## src/rtl/stream_job_ctrl.sv

```systemverilog
// Job sequencer for the scaling stream processor: programs the coefficient,
// issues write then read mSGDMA descriptors, and waits for both completions.
module stream_job_ctrl #(
  parameter int unsigned TIMEOUT_CYCLES = 1048576
) (
  input  logic        clk,
  input  logic        reset,
  input  logic [2:0]  csr_address,
  input  logic        csr_write,
  input  logic [31:0] csr_writedata,
  input  logic        csr_read,
  output logic [31:0] csr_readdata,
  output logic        coef_write,
  output logic [31:0] coef_writedata,
  output logic        wr_desc_valid,
  output logic [31:0] wr_desc_addr,
  output logic [31:0] wr_desc_len,
  input  logic        wr_desc_ready,
  output logic        rd_desc_valid,
  output logic [31:0] rd_desc_addr,
  output logic [31:0] rd_desc_len,
  input  logic        rd_desc_ready,
  input  logic        wr_done,
  input  logic        rd_done,
  output logic        irq
);

  localparam int unsigned CNT_W = $clog2(TIMEOUT_CYCLES + 1);

  typedef enum logic [2:0] {
    S_IDLE, S_LOAD, S_ISSUE_WR, S_ISSUE_RD, S_WAIT
  } state_t;

  state_t state, state_n;

  logic             irq_en, irq_en_n;
  logic             done, done_n, error, error_n, timeout, timeout_n;
  logic [31:0]      src, src_n, dst, dst_n, len, len_n, coeff, coeff_n;
  logic             rd_seen, rd_seen_n, wr_seen, wr_seen_n;
  logic [CNT_W-1:0] wait_cnt, wait_cnt_n;
  logic [31:0]      readdata_n;
  logic             busy, start, len_bad, irq_n;

  // State register
  always_ff @(posedge clk or posedge reset) begin
    if (reset) state <= S_IDLE;
    else       state <= state_n;
  end

  // Next-state, CSR register updates and output decode
  always_comb begin
    state_n    = state;
    irq_en_n   = irq_en;
    done_n     = done;
    error_n    = error;
    timeout_n  = timeout;
    src_n      = src;
    dst_n      = dst;
    len_n      = len;
    coeff_n    = coeff;
    rd_seen_n  = rd_seen;
    wr_seen_n  = wr_seen;
    wait_cnt_n = wait_cnt;
    readdata_n = 32'd0;
    start      = 1'b0;
    busy       = (state != S_IDLE);
    len_bad    = (len == 32'd0) || (len[1:0] != 2'b00);

    if (busy) begin
      rd_seen_n = rd_seen | rd_done;
      wr_seen_n = wr_seen | wr_done;
    end

    // Job parameters are frozen while a job is in flight
    if (csr_write) begin
      case (csr_address)
        3'd0: begin
          irq_en_n = csr_writedata[1];
          start    = csr_writedata[0];
        end
        3'd1: begin
          done_n    = done    & ~csr_writedata[1];
          error_n   = error   & ~csr_writedata[2];
          timeout_n = timeout & ~csr_writedata[3];
        end
        3'd2: if (!busy) src_n   = csr_writedata;
        3'd3: if (!busy) dst_n   = csr_writedata;
        3'd4: if (!busy) len_n   = csr_writedata;
        3'd5: if (!busy) coeff_n = csr_writedata;
        default: ;
      endcase
    end

    case (state)
      S_IDLE: begin
        if (start) begin
          if (len_bad) begin
            done_n  = 1'b1;
            error_n = 1'b1;
          end else begin
            done_n    = 1'b0;
            error_n   = 1'b0;
            timeout_n = 1'b0;
            rd_seen_n = 1'b0;
            wr_seen_n = 1'b0;
            state_n   = S_LOAD;
          end
        end
      end
      S_LOAD:     state_n = S_ISSUE_WR;
      S_ISSUE_WR: if (wr_desc_ready) state_n = S_ISSUE_RD;
      S_ISSUE_RD: begin
        if (rd_desc_ready) begin
          state_n    = S_WAIT;
          wait_cnt_n = '0;
        end
      end
      S_WAIT: begin
        wait_cnt_n = wait_cnt + CNT_W'(1);
        // Completion takes priority over an expiring watchdog
        if (rd_seen_n && wr_seen_n) begin
          done_n  = 1'b1;
          state_n = S_IDLE;
        end else if (wait_cnt == CNT_W'(TIMEOUT_CYCLES - 1)) begin
          done_n    = 1'b1;
          error_n   = 1'b1;
          timeout_n = 1'b1;
          state_n   = S_IDLE;
        end
      end
      default: state_n = S_IDLE;
    endcase

    // Reads see register contents before any same-cycle write
    if (csr_read) begin
      case (csr_address)
        3'd0:    readdata_n = {30'd0, irq_en, 1'b0};
        3'd1:    readdata_n = {28'd0, timeout, error, done, busy};
        3'd2:    readdata_n = src;
        3'd3:    readdata_n = dst;
        3'd4:    readdata_n = len;
        3'd5:    readdata_n = coeff;
        default: readdata_n = 32'd0;
      endcase
    end

    irq_n = done_n & irq_en_n;
  end

  // CSR state, completion latches, watchdog and registered outputs
  always_ff @(posedge clk or posedge reset) begin
    if (reset) begin
      irq_en        <= 1'b0;
      done          <= 1'b0;
      error         <= 1'b0;
      timeout       <= 1'b0;
      src           <= 32'd0;
      dst           <= 32'd0;
      len           <= 32'd0;
      coeff         <= 32'd1;
      rd_seen       <= 1'b0;
      wr_seen       <= 1'b0;
      wait_cnt      <= '0;
      csr_readdata  <= 32'd0;
      coef_write    <= 1'b0;
      wr_desc_valid <= 1'b0;
      wr_desc_addr  <= 32'd0;
      wr_desc_len   <= 32'd0;
      rd_desc_valid <= 1'b0;
      rd_desc_addr  <= 32'd0;
      rd_desc_len   <= 32'd0;
      irq           <= 1'b0;
    end else begin
      irq_en        <= irq_en_n;
      done          <= done_n;
      error         <= error_n;
      timeout       <= timeout_n;
      src           <= src_n;
      dst           <= dst_n;
      len           <= len_n;
      coeff         <= coeff_n;
      rd_seen       <= rd_seen_n;
      wr_seen       <= wr_seen_n;
      wait_cnt      <= wait_cnt_n;
      csr_readdata  <= readdata_n;
      coef_write    <= (state_n == S_LOAD);
      wr_desc_valid <= (state_n == S_ISSUE_WR);
      rd_desc_valid <= (state_n == S_ISSUE_RD);
      irq           <= irq_n;
      if (state_n == S_ISSUE_WR) begin
        wr_desc_addr <= dst;
        wr_desc_len  <= len;
      end
      if (state_n == S_ISSUE_RD) begin
        rd_desc_addr <= src;
        rd_desc_len  <= len;
      end
    end
  end

  assign coef_writedata = coeff;

endmodule

```

## config.mk

```make
export PLATFORM = sky130hd
export DESIGN_NAME = stream_job_ctrl
export DESIGN_NICKNAME = d
export VERILOG_FILES = /design/src/rtl/stream_job_ctrl.sv
export SDC_FILE = /design/constraint.sdc
export NUM_CORES = 1
export LEC_CHECK = 0
export BUFFER_PORTS_ARGS = -buffer_cell sky130_fd_sc_hd__buf_2
export CORE_MARGIN = 2
export CORE_UTILIZATION = 45
export CTS_CLUSTER_DIAMETER = 50
export DETAILED_ROUTE_END_ITERATION = 8
export GPL_ROUTABILITY_DRIVEN = 0
export MAX_ROUTING_LAYER = met4
export PLACE_DENSITY_LB_ADDON = 0.15
export SLEW_MARGIN = 20
export SYNTH_ARGS = -nofsm -noshare
export SYNTH_HDL_FRONTEND = slang
export SYNTH_SLANG_ARGS = --single-unit
```

## constraint.sdc

```tcl
create_clock -name clk -period 11.95 [get_ports clk]
set_input_delay 0.5975 -clock clk [delete_from_list [all_inputs] [get_ports clk]]
set_output_delay 0.5975 -clock clk [all_outputs]
set_load 0.05 [all_outputs]
```

==> reports/qor.log, run 1 <==
qor: sta.clock-skew-final 0.0165 ns
qor: critical_path.cp-start-kind input pin
qor: cells_and_area.num-nets-final 1189
qor: power_and_ir_drop.switching_share 43.6%
qor: power_and_ir_drop.cell_internal_pwr 0.00298 W
qor: place.count_of_input_and_output_buffers 238
qor: cells_and_area.fillers 2457
qor: critical_path.slowest_stage and3_2
qor: critical_path.largest_delay_share_family_worst_path simple AND/OR/NAND/NOR gates
qor: cells_and_area.post_layout_nonfiller_instances 1558
qor: sta.tightestPinTransition 1.07 ns
qor: critical_path.worst-setup-path-type input pin to register
qor: sta.min_period_over_period 26.2%
qor: routing.routed_wire_length_per_instance 20.9 um
qor: run_status.outcome complete, no violations
qor: routing.overall_via_count_from_detail_route 8365
qor: synthesis.yosys.area.top_type_share 61.5%
qor: clock_network.setup_repair_bufs_after_cts 0
qor: power_and_ir_drop.static_leakage 7.66 nW
qor: critical_path.worst-endpoint-arrival 3.51 ns
qor: critical_path.slowest_delay 0.85 ns
qor: power_and_ir_drop.power-per-cell-area 334 nW/um^2
qor: sta.finalSetupViolCount 0
qor: power_and_ir_drop.net-switching-power 0.00230 W
qor: min_path.worstHoldPathType input pin to asynchronous set/reset pin
qor: clock_network.tritoncts done
qor: clock_network.cts_hold_buffers 0
qor: synthesis.ys_ff_latch 322
qor: synthesis.avgSynthCellArea 14.3 sq um
qor: floorplan.initial_standard_cell_utilization_of_the_core 45.6%
qor: routing.wl 32600 um
qor: floorplan.die_width 174 um
qor: synthesis.synthArstFlopShare 100%
qor: run.max_cap_violations 0
qor: synthesis.synth_flop_cell dfrtp_1
qor: routing.detail_route.drc_violations 0
qor: power_and_ir_drop.vdd.ir_drop.worst 0.238 mV
qor: routing.drtIter0Drc 483
qor: floorplan.coreArea 28600 sq um
qor: synthesis.sequential_cell_area_fraction_in_the_yosys_report 61.7%
qor: synthesis.yosys_warn_count 0
qor: routing.firstDrtPassIters 4
qor: routing.detail-route-antenna-nets 0
qor: sta.final_hold_slack 0.223 ns
qor: global_route.wire_length_of_the_first_global_routing_pass 51300 um
qor: synthesis.synth.cells.most_frequent dfrtp_1, mux2_2, nor2_1
qor: synthesis.synth_cell_types 57
qor: critical_path.path_cells buf_2 -> buf_4 -> and3_2 -> nand2_2 -> mux2_2
qor: synthesis.netlist.top_cell.by_area dfrtp_1
qor: sta.hold_violations 0
qor: critical_path.worstSetupEndpointType register
qor: sta.setup_repair_after_global_routing_missed_its_margin false
qor: critical_path.cp.buffers_inverters 2
qor: synthesis.syn_nets 956
qor: clock_network.clock_tree_sinks 322
qor: routing.detail_route.vias_per_cell 5.37
qor: place.numPlacedInstances 1490
qor: clock_network.cts.htree.levels 2
qor: synthesis.syn_inst 912
qor: clock_network.worstSkewPairLatency 0.52 ns
qor: sta.final-max-slew-violation-count 0
qor: global_route.number_of_antenna_violations_at_the_first_check_in_global_routing 2
qor: global_route.number_of_global_route_vias_before_repair 8579
qor: global_route.maximum_number_of_pins_on_one_net_before_global_route_repair 111
qor: floorplan.pin_count 239
qor: clock_network.cts_made_buffers 37
qor: power_and_ir_drop.share_comb_of_total_power 41.6%
qor: cells_and_area.drive_gt1_share 49.2%
qor: sta.timing.slew.headroom 28.1%
qor: global_route.grt.total_usage 22.4%
qor: clock_network.ctsRootBufferMaster clkbuf_16
qor: critical_path.required_worst_endpoint 12.33 ns
qor: sta.setup_tns 0 ns
qor: floorplan.die_height 174 um
qor: floorplan.fp-row-count 62
qor: critical_path.critPathMaxFanout 45
qor: power_and_ir_drop.flop_pwr_share 37.0%
qor: sta.fmaxAchievable 319 MHz
qor: floorplan.die-area 30400 sq um
qor: cells_and_area.syn2layout_area_growth 21.1%
qor: clock_network.clock_tree.buffer_depth 3
qor: power_and_ir_drop.clkPwrFrac 21.5%
qor: place.place_hpwl 21100 um
qor: synthesis.synth.top_cells.by_area dfrtp_1, mux2_2, mux2i_1
qor: clock_network.ctsResizeCount 0
qor: sta.timing.final.crit_period 3.13 ns
qor: synthesis.most_used_standard_cell_by_instance_count_after_synthesis dfrtp_1
qor: global_route.grt.overflow.total 0
qor: synthesis.post_synth_instance_area 13100 sq um
qor: synthesis.number_of_enable_type_register_cells_in_the_synthesized_netlist 0
qor: clock_network.clk_pin_slew 0.06 ns
cells by family (layout without fill, tap and decap cells):
logic type | after synthesis | after routing | synth area share, %
other cells | 0 | 2 | 0
mux | 304 | 304 | 25.9
fa+ha+maj | 1 | 1 | 0.0958
flops | 322 | 322 | 61.7
xor+xnor | 1 | 1 | 0.0671
compound gates | 69 | 69 | 4.25
buf+inv | 58 | 318 | 2.16
simple gates | 157 | 157 | 5.83
flip-flops by register name, indices dropped and copies added, names as in the netlist, 3 cells and up:
name and cells:
wr_desc_addr 32, rd_desc_addr 32, wr_desc_len 32, src 32, wait_cnt 21, len 32
rd_desc_len 32, csr_readdata 32, dst 32, state 3, coef_writedata 32
path summary, 6_finish.rpt:
path                                    from            endpoint  slack, ns  cells past startpoint
setup / recovery              csr_address[0]              dst[1]       8.82                      5
min in group clk           csr_writedata[24]             len[24]       0.36                      2
setup reg to reg                    state[0]    rd_desc_addr[19]       9.39                      4
hold / removal                         reset  coef_writedata[26]       0.22                      2
max in group asynchronous              reset     rd_desc_len[15]      10.22                      3
hold reg to reg              wr_desc_len[26]     wr_desc_len[26]       0.50                      1
per-layer routing:
metal / track usage [%] / part of all wire [%]
met2: 34.6 / 48
met4: 5.67 / 1.8
met5: - / 0
met3: 4.62 / 5.9
met1: 30.4 / 45
placed cells by master, fill, tap and decap left out, types with 2 or more instances in the layout:
master	netlist	routed
dfrtp_1	321	321
mux2_2	254	254
buf_2	21	238
nor2_1	72	71
mux2i_1	44	44
clkbuf_16	0	39
nand2_1	33	30
a221oi_1	28	28
o21ai_0	11	11
buf_4	4	9
nand3_1	8	8
nor4_1	8	8
nand4_1	8	8
clkbuf_1	18	8
clkbuf_8	0	6
a21oi_1	5	5
mux2_1	5	5
inv_1	5	4
and3_1	5	4
nand2_2	0	3
inv_8	0	3
o211ai_1	3	3
o31ai_1	3	3
inv_6	0	3
clkinv_4	0	3
clkinv_2	0	3
diode_2	0	2
nor3_1	2	2
or3_1	2	2
o22ai_1	2	2
o2111ai_1	2	2
nand4b_1	2	2
nor2b_1	2	2
a22oi_1	2	2
o22a_1	2	2
bufinv_16	0	2
area by class of cell:
cell class,count,area [sq um],share of cell area (%)
inverter,5,26.3,0.166
tap,384,480,3.04
antenna,2,5.00,0.0316
sequential,322,8060,51.0
clock inverter,13,150,0.949
timing repair buffer,247,1260,7.96
multi-input combinational,532,4750,30.0
clock buffer,53,1090,6.88
power groups by stage:
stage | Combinational, W | Sequential (W) | Clock [W]
3_3_place_gp | 0.00219 | 0.00196 | 0
2_1_floorplan | 0.000778 | 0.00281 | 0
3_5_place_dp | 0.00221 | 0.00197 | 0
4_1_cts | 0.00222 | 0.00195 | 0.00116
5_1_grt | 0.00231 | 0.00202 | 0.00121
6_report | 0.00220 | 0.00195 | 0.00113
stage by stage:
step / total power, W / utilization, % / instance area, sq um / setup WS, ns
5_1_grt: 0.00554 / 55.2 / 15800 / 8.68
2_1_floorplan: 0.00359 / - / 13100 / 2.44
3_3_place_gp: 0.00414 / 50.9 / 14600 / 8.37
4_1_cts: 0.00534 / 55.2 / 15800 / 8.82
3_5_place_dp: 0.00418 / 50.9 / 14600 / 8.29
6_report: 0.00528 / 55.2 / 15800 / 8.82
Power figures use the tool's default switching activity.
==> inputs of run 2 (changes only) <==
ABC_AREA = 1   (was default)
clock period = 2.8 ns   (was 11.95 ns; I/O delays follow)
==> reports/qor.log, run 2 <==
qor: synthesis.synth_cell_types 33 [-42%]
qor: power_and_ir_drop.vdd.ir_drop.worst 0.909 mV [+280%]
qor: routing.detail_route.drc_violations 0 [unchanged]
qor: sta.setup_tns 0 ns [unchanged]
qor: critical_path.worstSetupEndpointType register
qor: routing.detail-route-antenna-nets 0 [unchanged]
qor: floorplan.die_height 175 um [+0.52%]
qor: global_route.number_of_antenna_violations_at_the_first_check_in_global_routing 0 [-2]
qor: synthesis.netlist.top_cell.by_area dfrtp_1
qor: routing.drtIter0Drc 918 [+90%]
qor: synthesis.avgSynthCellArea 9.41 sq um [-34%]
qor: cells_and_area.mostFrequentLayoutCells nand2_1, dfrtp_1, buf_2
qor: floorplan.die-area 30700 sq um [+1.1%]
qor: synthesis.post_synth_instance_area 13200 sq um [+1.1%]
qor: routing.routed_wire_length_per_instance 18.6 um [-11%]
qor: sta.setup_repair_after_global_routing_missed_its_margin false
qor: clock_network.ctsResizeCount 0 [unchanged]
qor: sta.min_period_over_period 82.3%
qor: sta.fmaxAchievable 434 MHz
qor: critical_path.cp-start-kind register
qor: sta.final_hold_slack 0.0678 ns [-0.155 ns]
qor: routing.detail_route.vias_per_cell 5.31 [-1.0%]
qor: synthesis.most_used_standard_cell_by_instance_count_after_synthesis nand2_1
qor: cells_and_area.syn2layout_area_growth 24.7%
qor: floorplan.initial_standard_cell_utilization_of_the_core 45.9% [+0.24 points]
qor: global_route.maximum_number_of_pins_on_one_net_before_global_route_repair 195 [+76%]
qor: synthesis.synth_flop_cell dfrtp_1
qor: clock_network.ctsRootBufferMaster clkbuf_16
qor: synthesis.synth.top_cells.by_area dfrtp_1, nand2_1, o21ai_0
qor: power_and_ir_drop.static_leakage 8.26 nW [+7.8%]
qor: cells_and_area.final-seq-area 8060 sq um [unchanged]
qor: synthesis.synthArstFlopShare 100% [unchanged]
qor: sta.hold_violations 0 [unchanged]
qor: routing.overall_via_count_from_detail_route 11000 [+31%]
qor: synthesis.syn_inst 1402 [+54%]
qor: floorplan.coreArea 28800 sq um [+0.54%]
qor: synthesis.synth.cells.most_frequent nand2_1, dfrtp_1, o21ai_0
qor: clock_network.clk_pin_slew 0.06 ns [about the same]
qor: synthesis.sequential_cell_area_fraction_in_the_yosys_report 61.1% [-0.66 points]
qor: critical_path.worst-setup-path-type register to register
qor: clock_network.tritoncts done
qor: clock_network.setup_repair_bufs_after_cts 0 [unchanged]
qor: cells_and_area.num-nets-final 1705 [+43%]
qor: sta.clock-skew-final 0.0242 ns [+0.00767 ns]
qor: synthesis.ys_ff_latch 322 [unchanged]
qor: clock_network.clock_tree.buffer_depth 3 [unchanged]
qor: global_route.grt.overflow.total 0 [unchanged]
qor: sta.final-max-slew-violation-count 0 [unchanged]
qor: synthesis.yosys.area.top_type_share 60.9% [-0.65 points]
qor: synthesis.number_of_enable_type_register_cells_in_the_synthesized_netlist 0 [unchanged]
qor: sta.timing.slew.headroom 41.5% [+13 points]
qor: clock_network.cts.htree.levels 2 [unchanged]
qor: synthesis.syn_nets 1446 [+51%]
qor: cells_and_area.fillers 2615 [+6.4%]
qor: critical_path.critPathMaxFanout 43 [-4.4%]
qor: sta.finalSetupViolCount 0 [unchanged]
qor: clock_network.clock_tree_sinks 322 [unchanged]
qor: critical_path.worst-endpoint-arrival 2.70 ns [-0.81 ns]
qor: global_route.wire_length_of_the_first_global_routing_pass 60800 um [+19%]
qor: clock_network.cts_made_buffers 37 [unchanged]
qor: cells_and_area.drive_gt1_share 22.3% [-27 points]
qor: global_route.number_of_global_route_vias_before_repair 10700 [+25%]
qor: floorplan.die_width 175 um [+0.52%]
qor: floorplan.fp-row-count 62 [unchanged]
qor: place.count_of_input_and_output_buffers 238 [unchanged]
qor: run_status.outcome complete, no violations
qor: critical_path.required_worst_endpoint 3.20 ns [-9.13 ns]
qor: min_path.worstHoldPathType input pin to register
qor: synthesis.yosys_warn_count 0 [unchanged]
qor: power_and_ir_drop.power-per-cell-area 1400 nW/um^2 [+320%]
qor: routing.wl 38400 um [+18%]
qor: routing.firstDrtPassIters 5 [+1]
qor: clock_network.worstSkewPairLatency 0.52 ns [about the same]
qor: cells_and_area.final_common_cell nand2_1
qor: cells_and_area.finalCoreUtilization 57.2% [+1.9 points]
qor: global_route.grt.total_usage 26.0% [+3.6 points]
qor: sta.timing.final.crit_period 2.31 ns
qor: sta.tightestPinTransition 0.876 ns [-0.199 ns]
qor: place.place_hpwl 24700 um [+17%]
qor: run.max_cap_violations 0 [unchanged]
qor: cells_and_area.multiInputGateArea 4280 sq um [-9.9%]
qor: floorplan.pin_count 239 [unchanged]
qor: cells_and_area.antennaDiodeCount 0 [-2]
run 2: cell types whose count changed in the layout (fill, tap and decap cells not counted), sizes merged, moves of 4 or more:
cell / previous run / this run
and3: 5 / 1
buf: 247 / 264
dlygate4sd3: 0 / 35
inv: 10 / 149
mux2: 259 / 29
mux2i: 44 / 1
nand2: 33 / 368
nand3: 8 / 27
nand4: 9 / 71
nor3: 2 / 12
nor4: 9 / 0
o21ai: 11 / 186
o22ai: 2 / 36
run 2: cell type report:
cell class	count	area share [%]
Timing Repair Buffer	299	11.2
Clock inverter	13	0.905
Multi-Input combinational cell	852	26.0
Clock buffer	51	6.63
Inverter	149	3.42
Tap cell	384	2.92
Sequential cell	322	49.0
run 2: critical path, stage by stage (launching register included):
cell and delay, ns:
dfrtp_1 0.38, inv_1 0.12, nand2_1 0.07, nor2_1 0.28
nand2_1 0.08, nor2_1 0.15, nand2_1 0.15, nand3_4 0.16
nand3_4 0.31, buf_12 0.32, nand2_1 0.09, nand2_1 0.04
run 2: metal layers:
metal  part of all wire, %  vias up  global-route usage, %  routed length (um)
met5                     0        -                      -                   0
met4                   2.8        0                   7.99                1080
met3                   6.0       60                   3.81                2310
met2                    45      377                   38.9               17500
met1                    46     5409                   36.9               17600
li1                      -     5152                      -                   -
run 2: per-stage QoR:
stage	total power [W]	cell area [sq um]	setup WS (ns)	std cells
CTS	0.0232	16500	0.503	2070
global route	0.0244	16500	0.292	2070
detailed placement	0.0182	14900	0.505	1971
global placement	0.0181	14900	0.537	1971
floorplan	0.0154	13200	-1.63	1402
finish	0.0231	16500	0.495	2070
run 2: cells by family after synthesis:
kind of cell | share of synthesized area (%)
simple gates | 17.9
flops | 61.1
compound gates | 11.4
buf+inv | 6.99
mux | 2.55
fa+ha+maj | 0.0948
run 2: final timing paths:
path | from | end | slack (ns) | cells past startpoint
worst min register to register | wr_desc_addr[4] | wr_desc_addr[4] | 0.46 | 2
max in group asynchronous | reset | wait_cnt[15] | 1.56 | 4
min in group asynchronous | reset | len[27] | 0.37 | 3
worst min-delay path | csr_address[1] | irq_en | 0.07 | 4
worst max-delay path | len[2] | wr_desc_len[19] | 0.49 | 11
worst max register to register | len[2] | wr_desc_len[19] | 0.49 | 11
run 2: repair_timing:
| action | in CTS | in global routing |
|---|---|---|
| setup endpoints to repair | 0 | 0 |
| hold buffers | 35 | 0 |
| hold endpoints to repair | 157 | 0 |
run 2: where the power goes:
| part | total, W | internal [W] | switching, W |
|---|---|---|---|
| logic | 0.0102 | 0.00236 | 0.00781 |
| clock network | 0.00489 | 0.00300 | 0.00189 |
| registers | 0.00801 | 0.00672 | 0.00129 |
==> inputs of run 3 (changes only) <==
ABC_AREA = 0   (was 1)
clock period = 2.1 ns   (was 2.8 ns; I/O delays follow)
==> reports/qor.log, run 3 (synthesis gave the netlist of run 1 again) <==
qor: sta.hold_violations 0 [unchanged]
qor: floorplan.initial_standard_cell_utilization_of_the_core 45.6% [-0.24 points]
qor: power_and_ir_drop.cell_internal_pwr 0.0173 W [+43%]
qor: sta.setup_repair_after_global_routing_missed_its_margin false
qor: routing.routed_wire_length_per_instance 20.9 um [+13%]
qor: clock_network.cts.htree.levels 2 [unchanged]
qor: clock_network.clk_pin_slew 0.06 ns [about the same]
qor: critical_path.required_worst_endpoint 2.47 ns [-0.73 ns]
qor: global_route.number_of_global_route_vias_before_repair 8802 [-18%]
qor: routing.drtIter0Drc 463 [-50%]
qor: power_and_ir_drop.power-per-cell-area 1840 nW/um^2 [+31%]
qor: sta.min_period_over_period 93.4% [+11 points]
qor: critical_path.worstSetupEndpointType register
qor: critical_path.worst-setup-path-type register to register
qor: power_and_ir_drop.share_comb_of_total_power 42.2% [-1.9 points]
qor: run_status.outcome complete, no violations
qor: global_route.wire_length_of_the_first_global_routing_pass 52800 um [-13%]
qor: clock_network.ctsRootBufferMaster clkbuf_16
qor: routing.wl 34000 um [-12%]
qor: floorplan.coreArea 28600 sq um [-0.54%]
qor: sta.finalSetupViolCount 0 [unchanged]
qor: cells_and_area.fin_area 16600 sq um [+0.58%]
qor: place.place_hpwl 22400 um [-9.5%]
qor: routing.wirelength_met1 15400 um [-12%]
qor: floorplan.fp-row-count 62 [unchanged]
qor: critical_path.r2r-start state[2]
qor: routing.detail_route.vias_per_cell 5.31 [about the same]
qor: cells_and_area.num-nets-final 1254 [-26%]
qor: sta.final_hold_slack 0.0769 ns [+0.00909 ns]
qor: critical_path.largest_delay_share_family_worst_path simple AND/OR/NAND/NOR gates
qor: floorplan.pin_count 239 [unchanged]
qor: power_and_ir_drop.clkPwrFrac 21.5% [+0.3 points]
qor: cells_and_area.mostFrequentLayoutCells dfrtp_1, mux2_2, buf_2
qor: global_route.number_of_antenna_violations_at_the_first_check_in_global_routing 1 [+1]
qor: place.numPlacedInstances 1517 [-23%]
qor: global_route.grt.total_usage 23.1% [-2.9 points]
qor: critical_path.slowest_stage dfrtp_1
qor: critical_path.critical_path.startpoint state[2]
qor: sta.timing.final.crit_period 1.96 ns [-0.344 ns]
qor: cells_and_area.final_common_cell dfrtp_1
qor: floorplan.die_width 174 um [-0.52%]
qor: clock_network.clock_tree_sinks 322 [unchanged]
qor: critical_path.cp.buffers_inverters 1 [-1]
qor: run.max_cap_violations 0 [unchanged]
qor: routing.detail-route-antenna-nets 0 [unchanged]
qor: sta.fmaxAchievable 510 MHz [+18%]
qor: floorplan.die-area 30400 sq um [-1.0%]
qor: sta.clock-skew-final 0.0163 ns [-0.00792 ns]
qor: clock_network.tritoncts done
qor: floorplan.die_height 174 um [-0.52%]
qor: sta.tightestPinTransition 0.607 ns [-0.269 ns]
qor: power_and_ir_drop.totalPowerFinal 0.0304 W [+32%]
qor: place.placement.cell_area 14900 sq um [+0.29%]
qor: sta.final-max-slew-violation-count 0 [unchanged]
qor: place.count_of_input_and_output_buffers 238 [unchanged]
qor: cells_and_area.post_layout_nonfiller_instances 1624 [-22%]
qor: min_path.holdCritStartpoint csr_address[1]
qor: critical_path.path_cells or3b_1 -> buf_4 -> or2_0 -> o311ai_1 -> o41ai_1
qor: critical_path.critPathMaxFanout 8 [-81%]
qor: power_and_ir_drop.static_leakage 8.02 nW [-3.0%]
qor: cells_and_area.drive_gt1_share 49.2% [+27 points]
qor: global_route.grt.overflow.total 0 [unchanged]
qor: routing.firstDrtPassIters 5 [unchanged]
qor: power_and_ir_drop.vdd.ir_drop.worst 0.953 mV [+4.9%]
qor: clock_network.clock_tree.buffer_depth 3 [unchanged]
qor: routing.overall_via_count_from_detail_route 8620 [-22%]
qor: sta.timing.slew.headroom 59.5% [+18 points]
qor: routing.met2_length 15800 um [-9.3%]
qor: power_and_ir_drop.net-switching-power 0.0132 W [+20%]
qor: cells_and_area.finalCoreUtilization 57.8% [+0.64 points]
qor: routing.met3RoutedLength 2000 um [-13%]
qor: critical_path.worst-endpoint-arrival 2.34 ns [-0.36 ns]
qor: global_route.maximum_number_of_pins_on_one_net_before_global_route_repair 108 [-45%]
qor: min_path.worstHoldPathType input pin to register
qor: routing.top_layer_used met4
qor: clock_network.setup_repair_bufs_after_cts 0 [unchanged]
qor: power_and_ir_drop.switching_share 43.3% [-4.4 points]
qor: clock_network.cts_made_buffers 38 [+2.7%]
qor: cells_and_area.syn2layout_area_growth 26.8%
qor: clock_network.worstSkewPairLatency 0.51 ns [about the same]
qor: critical_path.cp-start-kind register
qor: critical_path.slowest_delay 0.50 ns [+0.12 ns]
qor: routing.detail_route.drc_violations 0 [unchanged]
qor: power_and_ir_drop.flop_pwr_share 36.3% [+1.6 points]
-- run 3: cell types whose count changed in the layout (fill, tap and decap cells not counted), moves of 34 or more --
cell / change
o22ai_1: -34
inv_1: -140
mux2_2: +225
o21ai_0: -173
nand4_1: -63
nand2_1: -336
mux2i_1: +43
-- run 3: worst reg2reg max path, stage by stage (launching register included) --
cell and delay, ns:
dfrtp_1 0.50, or3b_1 0.46, buf_4 0.19, or2_0 0.31, o311ai_1 0.26, o41ai_1 0.12
-- run 3: final timing paths --
path / end / slack, ns / depth (start not counted)
setup reg to reg: wait_cnt[7] / 0.14 / 5
min in group asynchronous: rd_desc_len[3] / 0.10 / 3
max in group asynchronous: rd_desc_addr[15] / 1.10 / 5
hold / removal: csr_readdata[1] / 0.08 / 3
hold reg to reg: wait_cnt[7] / 0.50 / 1
setup / recovery: wait_cnt[7] / 0.14 / 5
-- run 3: layer usage --
metal / track usage [%] / vias to the layer above
met5: - / -
met2: 35.4 / 229
li1: - / 3905
met1: 31.2 / 4432
met4: 5.60 / 0
met3: 5.45 / 54
-- run 3: power by group through the flow --
stage	logic [W]	clock network, W	registers [W]
3_5_place_dp	0.0129	0	0.0111
4_1_cts	0.0129	0.00668	0.0111
6_report	0.0128	0.00653	0.0111
5_1_grt	0.0135	0.00694	0.0114
3_3_place_gp	0.0127	0	0.0110
2_1_floorplan	0.00443	0	0.0160
-- run 3: stage by stage --
step	setup WS [ns]	setup TNS [ns]
final	0.139	0
after global routing	0.0491	0
after CTS	0.135	0
after detailed placement	0.147	0
after global placement	0.162	0
after floorplan	-2.30	-739.10
-- run 3: final cells by class --
cell class | count | area [sq um]
clock buffer | 57 | 1160
sequential | 322 | 8060
clock inverter | 12 | 106
inverter | 5 | 22.5
antenna | 1 | 2.50
timing repair buffer | 311 | 1970
fill | 2401 | 12100
tap | 384 | 480
multi-input combinational | 532 | 4750
-- run 3: timing repair --
action,CTS,global route
resized for setup,0,0
setup endpoints to repair,0,0
hold endpoints to repair,283,0
hold buffers,37,0
